==> src/rtl/state_encoder_pkg.sv <==
// Shared types and elaboration helpers for the serial state encoder.
// Optional parity slot is enabled by defining STATE_ENCODER_PARITY_EN.
package state_encoder_pkg;

   typedef enum logic [2:0] {
      ST_IDLE,
      ST_HDR_ON,
      ST_HDR_OFF,
      ST_SPACE,
      ST_BIT,
      ST_CLS_SPACE,
      ST_CLS_ON
   } enc_state_e;

`ifdef STATE_ENCODER_PARITY_EN
   localparam bit PARITY_EN = 1'b1;
`else
   localparam bit PARITY_EN = 1'b0;
`endif

   // Total cycles that busy is high for one frame.
   function automatic int frame_len(input int sw, input int hon, input int hoff,
                                    input int sp, input int bl, input int con,
                                    input bit par);
      return hon + hoff + (sw + int'(par)) * (sp + bl) + sp + con;
   endfunction

   function automatic bit params_ok(input int sw, input int hon, input int hoff,
                                    input int sp, input int bl, input int con);
      return (sw >= 1) && (sw <= 32) && (hon >= 1) && (hoff >= 1) &&
             (sp >= 1) && (bl >= 1) && (con >= 1);
   endfunction

   function automatic int max_len(input int a, input int b, input int c,
                                  input int d, input int e);
      int m;
      m = a;
      if (b > m) m = b;
      if (c > m) m = c;
      if (d > m) m = d;
      if (e > m) m = e;
      return m;
   endfunction

endpackage

==> src/rtl/state_encoder_gen_rise.sv <==
// Registered rising-edge detector; history register resets to RESET_LEVEL.
module sync_rise_detect #(
   parameter logic RESET_LEVEL = 1'b1
) (
   input  logic clk,
   input  logic rst,
   input  logic i_d,
   output logic o_rise
);

   logic r_q;

   always_ff @(posedge clk) begin
      if (rst) r_q <= RESET_LEVEL;
      else     r_q <= i_d;
   end

   assign o_rise = i_d & ~r_q;

endmodule

==> src/rtl/state_encoder_gen.sv <==
// Serial state encoder: header, spacer-separated bits, closer, with busy/done.
// Define STATE_ENCODER_PARITY_EN to append an even-parity slot after the last bit.
//
// state        | meaning
// ST_IDLE      | waiting for a rise on enable, out low
// ST_HDR_ON    | header high period
// ST_HDR_OFF   | header low period
// ST_SPACE     | low spacer ahead of a bit slot
// ST_BIT       | driving the current bit (or parity)
// ST_CLS_SPACE | low spacer ahead of the closer
// ST_CLS_ON    | closer high period
module state_encoder_gen
   import state_encoder_pkg::*;
#(
   parameter int STATE_WIDTH = 7,
   parameter int HEADER_ON   = 3,
   parameter int HEADER_OFF  = 3,
   parameter int SPACER_LEN  = 2,
   parameter int BIT_LEN     = 1,
   parameter int CLOSER_ON   = 2,
   parameter bit MSB_FIRST   = 1'b1
) (
   input  logic                   clk,
   input  logic                   rst,
   input  logic [STATE_WIDTH-1:0] state,
   input  logic                   enable,
   output logic                   out,
   output logic                   busy,
   output logic                   done
);

   localparam int CNT_W = $clog2(max_len(HEADER_ON, HEADER_OFF, SPACER_LEN,
                                         BIT_LEN, CLOSER_ON)) + 1;
   localparam int IDX_W = $clog2(STATE_WIDTH) + 1;
   localparam logic [IDX_W-1:0] IDX_FIRST = MSB_FIRST ? IDX_W'(STATE_WIDTH - 1) : '0;
   localparam logic [IDX_W-1:0] IDX_LAST  = MSB_FIRST ? '0 : IDX_W'(STATE_WIDTH - 1);

   if (!params_ok(STATE_WIDTH, HEADER_ON, HEADER_OFF, SPACER_LEN, BIT_LEN, CLOSER_ON)) begin : g_bad_params
      $error("state_encoder_gen: illegal length parameter or STATE_WIDTH outside 1..32");
   end

   enc_state_e             r_state;
   logic [CNT_W-1:0]       r_cnt;
   logic [IDX_W-1:0]       r_idx;
   logic [STATE_WIDTH-1:0] r_word;
   logic                   r_par;
   logic                   r_out;
   logic                   r_busy;
   logic                   r_done;

   logic                   w_rise;
   logic                   w_tc;
   logic                   w_last;
   logic                   w_data;
   logic [STATE_WIDTH-1:0] w_shift;

   sync_rise_detect #(.RESET_LEVEL(1'b1)) u_rise (
      .clk    (clk),
      .rst    (rst),
      .i_d    (enable),
      .o_rise (w_rise)
   );

   // Shift instead of a direct index so the wider index counter stays legal.
   assign w_shift = r_word >> r_idx;
   assign w_data  = r_par ? ^r_word : w_shift[0];
   assign w_last  = (r_idx == IDX_LAST);

   always_comb begin
      w_tc = 1'b0;
      case (r_state)
         ST_HDR_ON:    w_tc = (r_cnt == CNT_W'(HEADER_ON - 1));
         ST_HDR_OFF:   w_tc = (r_cnt == CNT_W'(HEADER_OFF - 1));
         ST_SPACE:     w_tc = (r_cnt == CNT_W'(SPACER_LEN - 1));
         ST_BIT:       w_tc = (r_cnt == CNT_W'(BIT_LEN - 1));
         ST_CLS_SPACE: w_tc = (r_cnt == CNT_W'(SPACER_LEN - 1));
         ST_CLS_ON:    w_tc = (r_cnt == CNT_W'(CLOSER_ON - 1));
         default:      w_tc = 1'b0;
      endcase
   end

   always_ff @(posedge clk) begin
      if (rst) begin
         r_state <= ST_IDLE;
         r_cnt   <= '0;
         r_idx   <= '0;
         r_word  <= '0;
         r_par   <= 1'b0;
         r_out   <= 1'b0;
         r_busy  <= 1'b0;
         r_done  <= 1'b0;
      end else begin
         r_done <= 1'b0;
         if (r_state != ST_IDLE) begin
            r_cnt <= w_tc ? '0 : r_cnt + 1'b1;
         end
         case (r_state)
            ST_IDLE: begin
               if (w_rise) begin
                  r_word  <= state;
                  r_idx   <= IDX_FIRST;
                  r_par   <= 1'b0;
                  r_cnt   <= '0;
                  r_state <= ST_HDR_ON;
                  r_out   <= 1'b1;
                  r_busy  <= 1'b1;
               end
            end
            ST_HDR_ON: begin
               if (w_tc) begin
                  r_state <= ST_HDR_OFF;
                  r_out   <= 1'b0;
               end
            end
            ST_HDR_OFF: begin
               if (w_tc) r_state <= ST_SPACE;
            end
            ST_SPACE: begin
               if (w_tc) begin
                  r_state <= ST_BIT;
                  r_out   <= w_data;
               end
            end
            ST_BIT: begin
               if (w_tc) begin
                  r_out <= 1'b0;
                  if (r_par || (w_last && !PARITY_EN)) begin
                     r_state <= ST_CLS_SPACE;
                  end else begin
                     r_state <= ST_SPACE;
                     if (w_last)         r_par <= 1'b1;
                     else if (MSB_FIRST) r_idx <= r_idx - 1'b1;
                     else                r_idx <= r_idx + 1'b1;
                  end
               end
            end
            ST_CLS_SPACE: begin
               if (w_tc) begin
                  r_state <= ST_CLS_ON;
                  r_out   <= 1'b1;
               end
            end
            ST_CLS_ON: begin
               if (w_tc) begin
                  r_state <= ST_IDLE;
                  r_out   <= 1'b0;
                  r_busy  <= 1'b0;
                  r_done  <= 1'b1;
               end
            end
            default: r_state <= ST_IDLE;
         endcase
      end
   end

   assign out  = r_out;
   assign busy = r_busy;
   assign done = r_done;

endmodule

==> config.mk <==
export PLATFORM = sky130hd
export DESIGN_NAME = state_encoder_gen
export DESIGN_NICKNAME = d
export VERILOG_FILES = /design/src/rtl/state_encoder_pkg.sv /design/src/rtl/state_encoder_gen_rise.sv /design/src/rtl/state_encoder_gen.sv
export SDC_FILE = /design/constraint.sdc
export NUM_CORES = 1
export LEC_CHECK = 0
export BUFFER_PORTS_ARGS = -buffer_cell sky130_fd_sc_hd__buf_4
export CAP_MARGIN = 20
export CORE_ASPECT_RATIO = 0.8
export CORE_UTILIZATION = 30
export CTS_CLUSTER_SIZE = 25
export DETAILED_ROUTE_END_ITERATION = 10
export GPL_TIMING_DRIVEN = 0
export RECOVER_POWER = 100
export SYNTH_ARGS = -nofsm -noshare
export SYNTH_HDL_FRONTEND = slang
export SYNTH_HIERARCHICAL = 1
export SYNTH_SLANG_ARGS = --single-unit
==> constraint.sdc <==
create_clock -name clk -period 3.59 [get_ports clk]
set_input_delay 0.359 -clock clk [delete_from_list [all_inputs] [get_ports clk]]
set_output_delay 0.359 -clock clk [all_outputs]
set_load 0.01 [all_outputs]
==> impl_metrics.ini, run 1 <==
[worst_hold_path]
hold_class = in2reg

[grt]
grt.total_usage = 0.139
grt_max_degree = 14
antenna_found_initial = 0
grt_pass1_wl_um = 5350
grt.overflow.total = 0
grt_pass1_vias = 1079

[finish]
area_growth_pct = 14.6
fillers = 453
final_util = 0.368
final_cells = 235
drive_above_1_share = 0.118
stdcell_area_sq_um = 1590
fin_nets = 196
n_antenna_cell = 0

[clock_network]
cts_buffers = 3
tritoncts = done
cts_hold_buf = 0
path_clk_slew_ns = 0.09
h-tree-depth = 1
cts.sinks = 22
clk_path_buf_depth = 2
postCtsResizedCells = 0
cts_setup_buffers = 0
cts_root_buffer = clkbuf_8
clock_latency_ns = 0.27

[routing]
drc = 0
avgViaCountPerCell = 5.19
drt_first_pass_iters = 4
vias = 1219
ant_nets = 0
drt_iter0_drc = 83
wl_per_cell_um = 13.1
drt_wl_total_um = 3080

[power_and_ir_drop]
power_frac_seq = 0.302
power_mw = 1.07
leakage_nw = 0.546
combinationalPowerShare = 0.476
power_density_nw_per_um2 = 678
intPower_uw = 642
sw_frac_of_total = 0.403
ir_drop_mv = 0.267
power.share.clock = 0.222
switchingPower_uw = 433

[die]
start_util = 0.321
ios = 13
fp.dieH_um = 62.7
fp-row-count = 21
dieArea_sq_um = 4890
core-area_sq_um = 4310
fp.dieW_um = 77.9

[placed_design]
dpl.cell_count = 231
dpl-instance-area_sq_um = 1550
io_buffers = 12
place_ws_ns = 1.34
place_congestion = 0.862
dpl.hpwl_um = 2270

[timing]
whs_ns = 0.300
fmax_ghz = 0.396
worst_slew_pin_slew_ns = 0.777
finClkSkew_ns = 0.00259
min_period_ns = 2.53
tns_ns = 0
relSlewSlack = 0.480
setup-violations-final = 0
layout_setup_ws_ns = 1.06
fin_crit_sh = 0.704
rsz0062_at_grt = no
drv_slew = 0
hold_viol = 0

[run_status]
status = completed

[synth]
synthDistinctLibCells = 47
synth_fp_nets = 179
ys_ff_latch = 22
avgSynthCellArea_sq_um = 8.54
yosys.area.top_type = dfxtp_1
syn_area_sq_um = 1380
netlist_instances = 162
async_reset_ff_frac = 0
synth_top_area_frac = 0.318
ys_seq_area_frac = 0.318
netlist_top_cells_count = 22 x dfxtp_1, 18 x nand2_1, 14 x a21oi_1
synth_warnings = 6
synth.area.top_cells = dfxtp_1 32%, ha_1 6.3%, a21oi_1 5.1%
synth_most_common_cell = dfxtp_1
synth_edf_count = 0
synthFlopType = dfxtp_1

[critical_path]
crit_fanout = 10
setup.worst_path.end_class = register
crit_family = compound AO/OA/AOI/OAI gates
critical_path_class = reg2reg
cp_slowest_cell = o211ai_1
cp.arrival_ns = 2.70
cp_cell_sequence = ha_1 -> nor2_1 -> or2_0 -> o211ai_1 -> o22ai_1 -> a221oi_1
required_ns = 3.77
cpPeakStageDelay_ns = 0.65
r2r_slack_ns = 1.06
path_buf_inv = 0
cp-start-kind = register

[run]
drv_cap = 0
## final timing paths
path,startpoint,to,cells past startpoint
setup / recovery,r_state[0],r_state[0],6
hold / removal,enable,u_rise/r_q,2
setup reg to reg,r_state[0],r_state[0],6
hold reg to reg,out,out,2
## worst reg2reg max path, stage by stage (launching register included)
cell and delay (ns):
dfxtp_1 0.39, ha_1 0.35, nor2_1 0.16, or2_0 0.31
o211ai_1 0.66, o22ai_1 0.24, a221oi_1 0.32
## flip-flops by register name, summed over array words and instances, names as in the netlist
signal	cells
done	1
r_idx	4
r_word	7
u_rise/r_q	1
out	1
r_par	1
busy	1
r_state	3
r_cnt	3
## layout by cell type, fill, tap and decap left out, types with 6 or more instances in the layout
cell / count
inv_1: 10
nor2_1: 13
a21oi_1: 14
nand2_1: 18
nor2b_1: 6
buf_4: 8
clkbuf_1: 8
ha_1: 7
dfxtp_1: 22
## layer usage
layer / up-vias / track usage / share of wire
met2: 27 / 0.180 / 0.39
met1: 576 / 0.222 / 0.56
met4: 0 / 0.0278 / 0.0071
met3: 2 / 0.0365 / 0.052
li1: 614 / - / -
met5: - / 0 / 0
## layout make-up
class	instances	area [sq um]	share of cell area
clock buffer	3	41.3	0.0260
sequential	22	440	0.278
multi-input combinational	124	856	0.540
tap	57	71.3	0.0450
timing repair buffer	12	78.8	0.0497
buffer	6	30.0	0.0189
inverter	10	37.5	0.0237
clock inverter	1	30.0	0.0189
## cells by family (layout without fill, tap and decap cells)
kind of cell | count (synthesis) | count (layout) | share of synthesized area
simple gates | 66 | 66 | 0.268
compound gates | 44 | 44 | 0.225
flops | 22 | 22 | 0.318
buf+inv | 16 | 32 | 0.0497
fa+ha+maj | 7 | 7 | 0.0633
xor+xnor | 4 | 4 | 0.0452
mux | 3 | 3 | 0.0307
## power groups by stage
stage	Clock [mW]	Combinational, mW	Sequential, mW
after floorplan	0	0.412	0.323
after global placement	0	0.523	0.329
after detailed placement	0	0.523	0.330
after CTS	0.245	0.526	0.324
after global routing	0.255	0.564	0.333
final	0.239	0.512	0.324
(Power assumes the default switching activity.)
==> run 2: changes to the inputs <==
--- a/config.mk
+++ b/config.mk
@@ -5,6 +5,7 @@
 export SDC_FILE = /design/constraint.sdc
 export NUM_CORES = 1
 export LEC_CHECK = 0
+export ABC_AREA = 1
 export BUFFER_PORTS_ARGS = -buffer_cell sky130_fd_sc_hd__buf_4
 export CAP_MARGIN = 20
 export CORE_ASPECT_RATIO = 0.8
==> constraint.sdc (replaced) <==
create_clock -name clk -period 2.5 [get_ports clk]
set_input_delay 0.25 -clock clk [delete_from_list [all_inputs] [get_ports clk]]
set_output_delay 0.25 -clock clk [all_outputs]
set_load 0.01 [all_outputs]
==> run 2 against run 1 <==
Net effect:
- utilization fell by 0.46 points
- hold slack got worse by 0.13 ns
- clock power rose by 41%
- wire length fell by 6.6%
- final cell count rose by 17%
- non-clock buffer count fell by 2
- via count rose by 0.16%
- critical path type unchanged
- critical endpoint is now r_idx[0]
- largest power group unchanged
==> impl_metrics.ini, run 2 <==
[run_status]
status = completed

[grt]
grt_pass1_vias = 1104
grt.total_usage = 0.138
grt_pass1_wl_um = 5130
grt.overflow.total = 0
antenna_found_initial = 0
grt_max_degree = 14

[finish]
final_common_cell = nand2_1
drive_above_1_share = 0.120
area_growth_pct = 14.7
largest_register = r_word
n_antenna_cell = 0
final_cell_mix = 48 x nand2_1, 27 x inv_1, 22 x nand3_1, 22 x dfxtp_1, 19 x a21oi_1
largest_reg_flops = 7
fillers = 475
reg_top3 = r_word (7), r_idx (4)
final_util = 0.363
fin_nets = 235
multi_input_area_sq_um = 748
stdcell_area_sq_um = 1550
register_area_sq_um = 440

[clock_network]
clk_path_buf_depth = 2
postCtsResizedCells = 0
cts_setup_buffers = 0
cts_hold_buf = 0
path_clk_slew_ns = 0.08
clock_latency_ns = 0.27
cts.sinks = 22
cts_root_buffer = clkbuf_8
cts_buffers = 3
h-tree-depth = 1
tritoncts = done

[die]
fp.dieW_um = 77.0
fp.dieH_um = 62.0
fp-row-count = 21
dieArea_sq_um = 4770
ios = 13
core-area_sq_um = 4260
start_util = 0.317

[synth]
synth_top_area_frac = 0.327
yosys.area.top_type = dfxtp_1
synth_edf_count = 0
async_reset_ff_frac = 0
synthDistinctLibCells = 29
ys_ff_latch = 22
syn_area_sq_um = 1350
netlist_instances = 201
synthFlopType = dfxtp_1
synth.area.top_cells = dfxtp_1 33%, nand2_1 12%, nand3_1 8.2%
synth_warnings = 6
ys_seq_area_frac = 0.327
netlist_top_cells_count = 43 x nand2_1, 26 x inv_1, 22 x dfxtp_1, 22 x nand3_1, 19 x a21oi_1
synth_fp_nets = 218
synth_most_common_cell = nand2_1
avgSynthCellArea_sq_um = 6.71

[placed_design]
dpl.hpwl_um = 2250
place_congestion = 0.852
dpl-instance-area_sq_um = 1510
io_buffers = 12
place_ws_ns = 0.713

[critical_path]
cp_slowest_cell = dfxtp_1
setup.worst_path.end_class = register
critical_path_class = reg2reg
cp-start-kind = register
path_buf_inv = 4
cp.arrival_ns = 2.12
cpPeakStageDelay_ns = 0.40
crit_path_frequent_cell = nand2_1
cp_cell_sequence = inv_1 -> ha_1 -> nand2_1 -> inv_1 -> nand3_1 -> nand2_1 -> inv_4 -> nand2_1 -> nand2_1 -> clkinv_2 -> nor2_1 -> nor2_1
crit_family = simple AND/OR/NAND/NOR gates
crit_fanout = 7
required_ns = 2.67

[routing]
avgViaCountPerCell = 4.46
drc = 0
vias = 1221
wl_per_cell_um = 10.5
drt_wl_total_um = 2880
drt_first_pass_iters = 4
ant_nets = 0
drt_iter0_drc = 47

[timing]
rsz0062_at_grt = no
min_period_ns = 1.95
finClkSkew_ns = 0.00301
layout_setup_ws_ns = 0.548
drv_slew = 0
worst_slew_pin_slew_ns = 0.481
fin_crit_sh = 0.781
setup-violations-final = 0
fmax_ghz = 0.512
whs_ns = 0.170
relSlewSlack = 0.680
hold_viol = 0
tns_ns = 0

[power_and_ir_drop]
leakage_nw = 0.715
ir_drop_mv = 0.372
power_density_nw_per_um2 = 860

[worst_hold_path]
hold_class = in2reg

[run]
drv_cap = 0
-- run 2: final cells by class --
class | instances | share of cell area
Tap cell | 57 | 0.0461
Timing Repair Buffer | 12 | 0.0510
Clock buffer | 3 | 0.0267
Multi-Input combinational cell | 144 | 0.484
Sequential cell | 22 | 0.285
Clock inverter | 1 | 0.0194
Buffer | 4 | 0.0105
Inverter | 31 | 0.0777
-- run 2: worst paths after layout --
check | from | to | slack [ns] | cells after the start
setup reg to reg | r_state[0] | r_idx[0] | 0.55 | 12
setup / recovery | r_state[0] | r_idx[0] | 0.55 | 12
hold / removal | rst | u_rise/r_q | 0.17 | 3
hold reg to reg | busy | busy | 0.46 | 2
-- run 2: worst register-to-register path, cell delays in order (launching register included) --
cell      delay [ns]
dfxtp_1         0.40
inv_1           0.10
ha_1            0.26
nand2_1         0.17
inv_1           0.14
nand3_1         0.11
nand2_1         0.11
inv_4           0.10
nand2_1         0.09
nand2_1         0.17
clkinv_2        0.08
nor2_1          0.09
nor2_1          0.05
-- run 2: routing by layer --
metal	global-route usage	share of wire	vias to the layer above
met5	0	0	-
met1	0.203	0.58	518
met3	0.0307	0.042	2
met4	0.0412	0.0073	0
met2	0.202	0.37	25
li1	-	-	676
-- run 2: cells by family after synthesis --
family          share of synthesized area
simple gates                        0.346
flops                               0.327
buf+inv                             0.102
fa+ha+maj                          0.0649
compound gates                      0.148
xor+xnor                           0.0130
-- run 2: power by group --
| group | internal (mW) | switching (mW) | total [mW] | leakage [nW] |
|---|---|---|---|---|
| Combinational | 0.201 | 0.342 | 0.543 | 0.500 |
| Sequential | 0.405 | 0.0444 | 0.449 | 0.180 |
| Clock | 0.214 | 0.124 | 0.338 | 0.0357 |
| Total | 0.820 | 0.510 | 1.33 | 0.715 |
-- run 2: metrics by stage --
| stage | total power, mW | cells |
|---|---|---|
| after CTS | 1.37 | 274 |
| after floorplan | 0.895 | 201 |
| after global placement | 1.02 | 270 |
| after global routing | 1.45 | 274 |
| after detailed placement | 1.02 | 270 |
| final | 1.33 | 274 |
